<file path="src/rtl/cnt_dec_pkg.sv">
// Shared types for the up/down counter direction decoder.
// Holds the FSM state enum, step class enum and class encodings.
package cnt_dec_pkg;

    localparam logic [1:0] CLS_UP   = 2'd0;
    localparam logic [1:0] CLS_DOWN = 2'd1;
    localparam logic [1:0] CLS_HOLD = 2'd2;
    localparam logic [1:0] CLS_JUMP = 2'd3;

    typedef enum logic [1:0] {
        IDLE   = 2'd0,
        ACQ    = 2'd1,
        LOCKED = 2'd2,
        FAULT  = 2'd3
    } state_t;

    typedef enum logic [1:0] {
        UP   = CLS_UP,
        DOWN = CLS_DOWN,
        HOLD = CLS_HOLD,
        JUMP = CLS_JUMP
    } cls_t;

    // True for a single-count step in either direction.
    function automatic logic is_step(input cls_t c);
        return (c == UP) || (c == DOWN);
    endfunction

endpackage

</file>
<file path="src/rtl/step_classifier.sv">
// Combinational step classifier: delta = cnt_in - prev (mod 2**WIDTH).
// Ports: cnt_in, prev (WIDTH) in; cls (cls_t) out.
module step_classifier
    import cnt_dec_pkg::*;
#(
    parameter int WIDTH = 3
) (
    input  logic [WIDTH-1:0] cnt_in,
    input  logic [WIDTH-1:0] prev,
    output cls_t             cls
);

    localparam logic [WIDTH-1:0] ONE = WIDTH'(1);

    logic [WIDTH-1:0] delta;

    // Modular subtraction makes wrap (7->0, 0->7) a legal single step.
    assign delta = cnt_in - prev;

    always_comb begin
        cls = JUMP;
        if (delta == ONE)
            cls = UP;
        else if (delta == '1)
            cls = DOWN;
        else if (delta == '0)
            cls = HOLD;
    end

endmodule

</file>
<file path="src/rtl/count_direction_decoder.sv">
// Recovers the up/down bit from an observed counter stream; locks after
// LOCK_STEPS agreeing steps, faults after ERR_LIMIT bad steps.
// Ports: clk, rst (async high), cnt_in/cnt_vld, resync in;
//        dir, locked, fault, step_cnt, dir_chg out (all registered).
// Build option: DIR_CHG_PULSE_EN enables the dir_chg pulse; else tied 0.
module count_direction_decoder
    import cnt_dec_pkg::*;
#(
    parameter int WIDTH      = 3,
    parameter int LOCK_STEPS = 2,
    parameter int ERR_LIMIT  = 3,
    parameter int STEP_W     = 8
) (
    input  logic              clk,
    input  logic              rst,
    input  logic [WIDTH-1:0]  cnt_in,
    input  logic              cnt_vld,
    input  logic              resync,
    output logic              dir,
    output logic              locked,
    output logic              fault,
    output logic [STEP_W-1:0] step_cnt,
    output logic              dir_chg
);

    localparam int RUN_W = $clog2(LOCK_STEPS + 1);
    localparam int BAD_W = $clog2(ERR_LIMIT + 1);
    localparam logic [RUN_W-1:0] RUN_LOCK = RUN_W'(LOCK_STEPS);
    localparam logic [RUN_W-1:0] RUN_ONE  = RUN_W'(1);
    localparam logic [BAD_W-1:0] BAD_MAX  = BAD_W'(ERR_LIMIT);
    localparam logic [BAD_W-1:0] BAD_ONE  = BAD_W'(1);
    localparam logic [STEP_W-1:0] STEP_ONE = STEP_W'(1);

    state_t             state_q, state_d;
    logic [WIDTH-1:0]   prev_q, prev_d;
    logic [RUN_W-1:0]   run_q, run_d, run_nxt;
    logic               run_up_q, run_up_d;
    logic [BAD_W-1:0]   bad_q, bad_d, bad_nxt;
    logic [STEP_W-1:0]  step_q, step_d;
    logic               dir_q, dir_d;
    logic               lock_q, lock_d;
    logic               fault_q, fault_d;
    logic               is_up;
    cls_t               cls;

    step_classifier #(.WIDTH(WIDTH)) u_cls (
        .cnt_in (cnt_in),
        .prev   (prev_q),
        .cls    (cls)
    );

`ifdef DIR_CHG_PULSE_EN
    logic chg_q, chg_d;
`endif

    always_comb begin
        state_d  = state_q;
        prev_d   = prev_q;
        run_d    = run_q;
        run_up_d = run_up_q;
        bad_d    = bad_q;
        step_d   = step_q;
        dir_d    = dir_q;
        lock_d   = lock_q;
        fault_d  = fault_q;
        run_nxt  = run_q;
        bad_nxt  = bad_q + BAD_ONE;
        is_up    = (cls == UP);
`ifdef DIR_CHG_PULSE_EN
        chg_d    = 1'b0;
`endif
        if (resync) begin
            // Restart wins over a same-cycle sample; prev is left alone.
            state_d = IDLE;
            fault_d = 1'b0;
            lock_d  = 1'b0;
            step_d  = '0;
            bad_d   = '0;
            run_d   = '0;
        end else if (cnt_vld) begin
            prev_d = cnt_in;
            unique case (state_q)
                IDLE: begin
                    state_d = ACQ;
                    run_d   = '0;
                end
                ACQ: begin
                    if (is_step(cls)) begin
                        if (run_q != '0 && run_up_q == is_up)
                            run_nxt = run_q + RUN_ONE;
                        else
                            run_nxt = RUN_ONE;
                        run_d    = run_nxt;
                        run_up_d = is_up;
                        if (run_nxt == RUN_LOCK) begin
                            state_d = LOCKED;
                            lock_d  = 1'b1;
                            dir_d   = is_up;
                            step_d  = '0;
                            bad_d   = '0;
                        end
                    end else if (cls == JUMP) begin
                        run_d = '0;
                    end
                end
                LOCKED: begin
                    if (is_step(cls) && is_up == dir_q) begin
                        if (step_q != '1)
                            step_d = step_q + STEP_ONE;
                        bad_d = '0;
                    end else if (cls != HOLD) begin
                        // Opposite step flips at once; both it and a
                        // jump count toward the fault limit.
                        bad_d = bad_nxt;
                        if (is_step(cls)) begin
                            dir_d = ~dir_q;
`ifdef DIR_CHG_PULSE_EN
                            chg_d = 1'b1;
`endif
                        end
                        if (bad_nxt == BAD_MAX) begin
                            state_d = FAULT;
                            lock_d  = 1'b0;
                            fault_d = 1'b1;
                        end
                    end
                end
                FAULT: begin
                end
            endcase
        end
    end

    always_ff @(posedge clk or posedge rst) begin
        if (rst) begin
            state_q  <= IDLE;
            prev_q   <= '0;
            run_q    <= '0;
            run_up_q <= 1'b0;
            bad_q    <= '0;
            step_q   <= '0;
            dir_q    <= 1'b0;
            lock_q   <= 1'b0;
            fault_q  <= 1'b0;
        end else begin
            state_q  <= state_d;
            prev_q   <= prev_d;
            run_q    <= run_d;
            run_up_q <= run_up_d;
            bad_q    <= bad_d;
            step_q   <= step_d;
            dir_q    <= dir_d;
            lock_q   <= lock_d;
            fault_q  <= fault_d;
        end
    end

`ifdef DIR_CHG_PULSE_EN
    always_ff @(posedge clk or posedge rst) begin
        if (rst)
            chg_q <= 1'b0;
        else
            chg_q <= chg_d;
    end

    assign dir_chg = chg_q;
`else
    assign dir_chg = 1'b0;
`endif

    assign dir      = dir_q;
    assign locked   = lock_q;
    assign fault    = fault_q;
    assign step_cnt = step_q;

endmodule

</file>
<file path="config.mk">
export PLATFORM = sky130hd
export DESIGN_NAME = count_direction_decoder
export DESIGN_NICKNAME = d
export VERILOG_FILES = /design/src/rtl/cnt_dec_pkg.sv /design/src/rtl/step_classifier.sv /design/src/rtl/count_direction_decoder.sv
export SDC_FILE = /design/constraint.sdc
export NUM_CORES = 1
export LEC_CHECK = 0
export CORE_ASPECT_RATIO = 1.2
export CORE_MARGIN = 10
export CORE_UTILIZATION = 55
export DETAILED_ROUTE_END_ITERATION = 6
export GPL_TIMING_DRIVEN = 0
export PLACE_DENSITY = 0.75
export SLEW_MARGIN = 40
export SYNTH_ARGS = -nofsm -noshare
export SYNTH_HDL_FRONTEND = slang
export SYNTH_SLANG_ARGS = --single-unit
</file>
<file path="constraint.sdc">
create_clock -name clk -period 3.6 [get_ports clk]
set_input_delay 0.36 -clock clk [delete_from_list [all_inputs] [get_ports clk]]
set_output_delay 0.36 -clock clk [all_outputs]
set_load 0.05 [all_outputs]
</file>
### Word level (Yosys, flattened, before mapping)

Index checks and enable logic that the tools add are counted.

* add/sub/neg operators: 4
* multipliers: 0
* div/mod/pow operators: 0
* order comparisons: 0
* equal/unequal tests: 27
* shift operators: 0
* mux-type cells: 55
* bitwise logic cells: 2
* reduce and logical (&&, ||, !) cells: 24

Operator list (number)
* 2-bit 2-to-1 mux: 24
* 8-bit 2-to-1 mux: 6
* 3-bit != test (second input constant): 7
* 1-bit 2-to-1 mux: 19
* 8-bit case mux with 2 select lines: 1
* 2-bit != test (second input constant): 7
* 7-bit AND reduction: 2
* 2-bit nonzero test: 6
* 5-bit AND reduction: 2
* 8-bit by 1-bit adder with 8-bit output (second input constant): 1
* 2-bit == test (second input constant): 4
* 4-bit != test (second input constant): 2
* 8-bit != test (second input constant): 1
* 2-bit case mux with 2 select lines: 2
* 8-bit AND reduction: 1
* 2-bit case mux with 3 select lines: 1
* 6-bit AND reduction: 1
* 3-bit nonzero test: 2
* 2-bit by 1-bit adder with 2-bit output (second input constant): 2
* 2-bit by 1-bit == test with 1-bit output (second input constant): 2
* 2-bit logical NOT: 2
* 1-bit case mux with 2 select lines: 2
* 4-bit AND reduction: 1
* 4-bit nonzero test: 1
* 10 further kinds: 13

* flip-flop bits (word level): 21
* latch bits: 0
* memory bits (writable): 0
* bits in read-only memories: 0
* bits of input ports: 7
* output and inout port bits: 12
* logic and storage cells: 121
* memories kept: 0

### Logic depth before layout (Yosys ltp)

* depth in word-level cells: 19
* mapped depth: 9
* depth with buffers taken out: 8

### By module

Synthesis repeated with hierarchy kept, for this count alone.

* cell total of the unflattened synthesis: 156
* area total of the unflattened synthesis: 1421.4 um2

By module, submodules not included
* count_direction_decoder: times used 1, cells each 145, area an instance 1321.3 um2, sequential area each 525.5 um2
* step_classifier: times used 1, cells each 11, area an instance 100.1 um2, sequential area each 0.0 um2

### Least setup slack after synthesis

Ideal clock, no wire load.

* path type: input to register
* start: input cnt_in[0]
* end: register bad_q[0]
* library setup time: 0.125 ns
* arrival: 2.578 ns
* required time: 3.475 ns
* slack: 0.897 ns
* stages on the path: 8
* path buffers: 0
* path through: inv_1 ha_1 fa_1 xnor3_2 mux2i_4 a31oi_1 a311o_2 mux2_2

* cells in the longest elaborated chain, start to end: 16
* elaborated cells on any way between the ends: 29
* classes of those cells: add/sub (1); eq/ne (10); mux (12); reduce/logical (6)

RTL lines
* from (decl): RTL line count_direction_decoder.sv:16 `input logic [WIDTH-1:0] cnt_in,`
* 3-bit subtractor *: RTL line step_classifier.sv:18 `assign delta = cnt_in - prev;`
* 3-bit logical NOT: RTL line step_classifier.sv:26 `else if (delta == '0)`
* 1-bit 2-to-1 mux: RTL line step_classifier.sv:26
* 2-bit 2-to-1 mux: RTL line step_classifier.sv:24 `else if (delta == '1)`
* 2-bit 2-to-1 mux *: RTL line step_classifier.sv:22 `if (delta == ONE)`
* 2-bit logical NOT: RTL line cnt_dec_pkg.sv:26, count_direction_decoder.sv:68
* 1-bit == test: RTL line count_direction_decoder.sv:89 `if (run_q != '0 && run_up_q == is_up)`
* 1-bit logical AND: RTL line count_direction_decoder.sv:89
* 2-bit 2-to-1 mux: RTL line count_direction_decoder.sv:89
* 2-bit 2-to-1 mux: RTL line count_direction_decoder.sv:88 `if (is_step(cls)) begin`
* 2-bit 2-to-1 mux: RTL line count_direction_decoder.sv:82 `unique case (state_q)`
* 2-bit 2-to-1 mux: RTL line count_direction_decoder.sv:80 `end else if (cnt_vld) begin`
* 2-bit 2-to-1 mux: RTL line count_direction_decoder.sv:72 `if (resync) begin`
* 2-bit == test: RTL line count_direction_decoder.sv:95 `if (run_nxt == RUN_LOCK) begin`
* 3-bit != test (no source line)
* 5-bit AND reduction (no source line)
* to (signal assigned): RTL line count_direction_decoder.sv:140 `bad_q <= '0;`
* to (signal assigned): RTL line count_direction_decoder.sv:150 `bad_q <= bad_d;`
* to (decl): RTL line count_direction_decoder.sv:38 `logic [BAD_W-1:0] bad_q, bad_d, bad_nxt;`

Mark *: on every way between the ends. The rest lies on a longest branch, timed or not. The select of a mux whose other input is x is not followed.
A chain may end at the register's enable or synchronous reset.

### Worst setup path after layout

* start: input cnt_in[0]
* end: register bad_q[1]

The elaborated chain is that of the path after synthesis.

==> summary.txt <==
STA
----------------------------------------------------------------------------
Slew of the pin with the lowest slew margin                         0.767 ns
Setup repair after global routing missed its margin                       no
Count of pins over their slew limit                                        0
Maximum clock frequency                                            0.317 GHz
Summed negative setup slack over all endpoints                          0 ns
Relative slew margins                                                  0.489
Count of final hold-check violations                                       0
Share of the clock period used by the worst path after layout          0.876
Final critical path time including I/O delays and setup              3.15 ns
Clock skew after layout                                           0.00106 ns
Setup-violating endpoint count in the final report                         0

FLOORPLAN
----------------------------------------------------------------------------
Boundary pin count                                                        19
Initial core utilization                                               0.561
Die Width                                                            68.4 µm
Core area                                                           2760 µm²
Die Span Y                                                           78.1 µm
Number of placement rows                                                  21
Die area                                                            5340 µm²

DRT
----------------------------------------------------------------------------
Violation count after the first detailed-routing iteration                99
Via count                                                              1,394
Number of DRC violations after detailed routing                            0
DRT Wirelength                                                       3.71 mm
Avg WL per Cell                                                      16.1 µm
Routed vias/inst                                                        6.06
Number of iterations in the first detailed-routing pass                    4
Detail Route Antenna Nets                                                  0

GRT
----------------------------------------------------------------------------
Number of global-route vias before repair                              1,389
Overall global routing resource usage                                  0.146
Global-route wire length before repair                               6.33 mm
Met2 usage                                                             0.253
Largest net degree at the start of global routing                         22
Grt peak-use layer                                                      met2
Antenna violations before repair                                           0
Met1 routing resource usage after global routing                       0.165
Global routing usage on met3                                          0.0284
Total congestion overflow after global routing                             0

CTS
----------------------------------------------------------------------------
Maximum count of clock buffers along a single path                         2
Cell at the root of the clock tree                                  clkbuf_4
Post-cts hold buffer count                                                 0
H-Tree Level Count                                                         1
Worst-skew pair later-pin latency                                    0.32 ns
Post-CTS Setup Bufs                                                        0
Number of instances resized during post-cts repair                         0
Clock Pin Slew Worst Setup and Hold Paths                            0.12 ns
Clock tree from TritonCTS                                               done
Total number of clock tree sinks                                          21
Number of clock buffers inserted by TritonCTS                              3

CELLS AND AREA
----------------------------------------------------------------------------
Final antenna diode count                                                  0
Layout cells sized above 1                                             0.138
Number of nets in the layout                                             212
Most common library cell in the layout ignoring fill and taps        nand2_1
Most used cells in the layout excluding fill and tap cells      nand2_1 (22), dfrtp_1 (21), clkdlybuf4s50_1 (17)
Layout overhead on the synthesized area                                15.4%

CRITICAL PATH
----------------------------------------------------------------------------
Required time of the critical path                                   3.82 ns
Classification of the worst setup path                             in -> reg
WP data arrival                                                      3.37 ns
Type of element launching the critical path                       input port
Capturing element type of the critical path                             flop
Highest fanout seen on the critical path                                   9

SYNTH
----------------------------------------------------------------------------
Number of synthesis warnings                                               0
Netlist area before placement                                       1550 µm²
Async SR Flop Fraction                                                  1.00
Sequential share of the synthesized area                               0.340
Primary FF master, synth                                             dfrtp_1
Flop and latch count out of synthesis                                     21
Syn avg cell area                                                   8.84 µm²
Number of distinct library cells after synthesis                          53
Syn Nets                                                                 190
Post-Synthesis Cells                                                     175
Number of synthesized flops with an enable pin                             0

PLACED DESIGN
----------------------------------------------------------------------------
Final Wtd Congestion                                                   0.878
Port Buf Inserts                                                          17
HPWL after DPL                                                       2.84 mm

PWR
----------------------------------------------------------------------------
Leak                                                                0.747 nW
Power per standard cell area                                      434 nW/µm²
Overall power after layout                                          0.776 mW
Peak ir drop on the vdd network                                     0.328 mV

HOLD PATH
----------------------------------------------------------------------------
Type of the tightest min-delay check                             in -> async

JOB
----------------------------------------------------------------------------
Max_cap viols                                                              0

OUTCOME
----------------------------------------------------------------------------
Run status                                                      finished clean

through the flow:
stage / std cells / setup WS, ns / utilization / area [µm²] / hold slack, ns
5_1_grt: 230 / 0.309 / 0.648 / 1790 / 0.385
2_1_floorplan: 175 / 0.897 / - / 1550 / 0.337
3_3_place_gp: 226 / 0.194 / 0.638 / 1760 / 0.459
3_5_place_dp: 226 / 0.0994 / 0.638 / 1760 / 0.482
4_1_cts: 230 / 0.426 / 0.648 / 1790 / 0.510
6_report: 230 / 0.446 / 0.648 / 1790 / 0.349
Yosys cell counts (all sizes together), types with 2 or more instances:
library cell,count,area [µm²]
a21oi,4,20.0
or2,2,12.5
and2,4,27.5
o311ai,2,17.5
mux2,2,22.5
nand3b,2,15.0
dfrtp,21,526
a41oi,5,51.3
nor2,10,37.5
and2b,2,16.3
nand3,10,50.1
nand2,22,82.6
nand2b,2,12.5
or4,4,31.3
o21ai,13,65.1
a22oi,2,15.0
nor3,7,35.0
o211ai,4,30.0
buf,4,27.5
mux2i,2,36.3
ha,7,87.6
a311o,2,21.3
nor2b,2,12.5
o31ai,3,22.5
a31oi,4,25.0
and3,3,20.0
clkbuf,3,25.0
inv,13,48.8
final timing paths:
kind                       slack [ns]           to  startpoint  cells past startpoint
max in group asynchronous        2.93   state_q[0]         rst                      2
min                              0.35  step_cnt[1]         rst                      2
max reg2reg                      0.59     bad_q[1]   prev_q[0]                      7
min in group clk                 0.50     run_q[1]    run_q[1]                      2
max                              0.45     bad_q[1]   cnt_in[0]                      9
min reg2reg                      0.50     run_q[1]    run_q[1]                      2
final cells by class:
cell class	instances	area (µm²)
well taps	34	42.5
clock buffers	4	26.3
fillers	231	972
repair buffers	17	170
plain buffers	7	52.6
multi-input cells	134	921
flip-flops and latches	21	526
inverters	13	48.8
where the power goes:
| part | leakage (nW) | switching (mW) | internal (mW) | total [mW] |
|---|---|---|---|---|
| Clock | 0.0150 | 0.0784 | 0.0435 | 0.122 |
| Combinational | 0.445 | 0.223 | 0.154 | 0.377 |
| Sequential | 0.287 | 0.0201 | 0.257 | 0.277 |
worst max-delay path: stages:
cell             delay [ns]
clkdlybuf4s50_1        0.46
inv_1                  0.05
ha_1                   0.21
fa_1                   0.38
xnor3_2                0.56
mux2i_4                0.38
a31oi_1                0.24
a311o_2                0.44
mux2_2                 0.29
flip-flops by register name (all words and copies together) (netlist names):
signal	count
state_q	2
run_up_q	1
prev_q	3
bad_q	2
step_cnt	8
dir	1
fault	1
locked	1
run_q	2
per-layer routing:
metal  wire length [µm]  vias up
met1               1580      682
met4                 59        0
li1                   -      684
met3                134        5
met2               1940       23
met5                  0        -
kinds of logic after synthesis:
family / count (synthesis) / synth area share
other cells: 1 / 0.00242
mux: 4 / 0.0380
flops: 21 / 0.340
xor+xnor: 2 / 0.0210
fa+ha+maj: 8 / 0.0695
buf+inv: 20 / 0.0655
compound gates: 45 / 0.212
simple gates: 74 / 0.252
No activity file was read; power rests on OpenSTA's default activity.
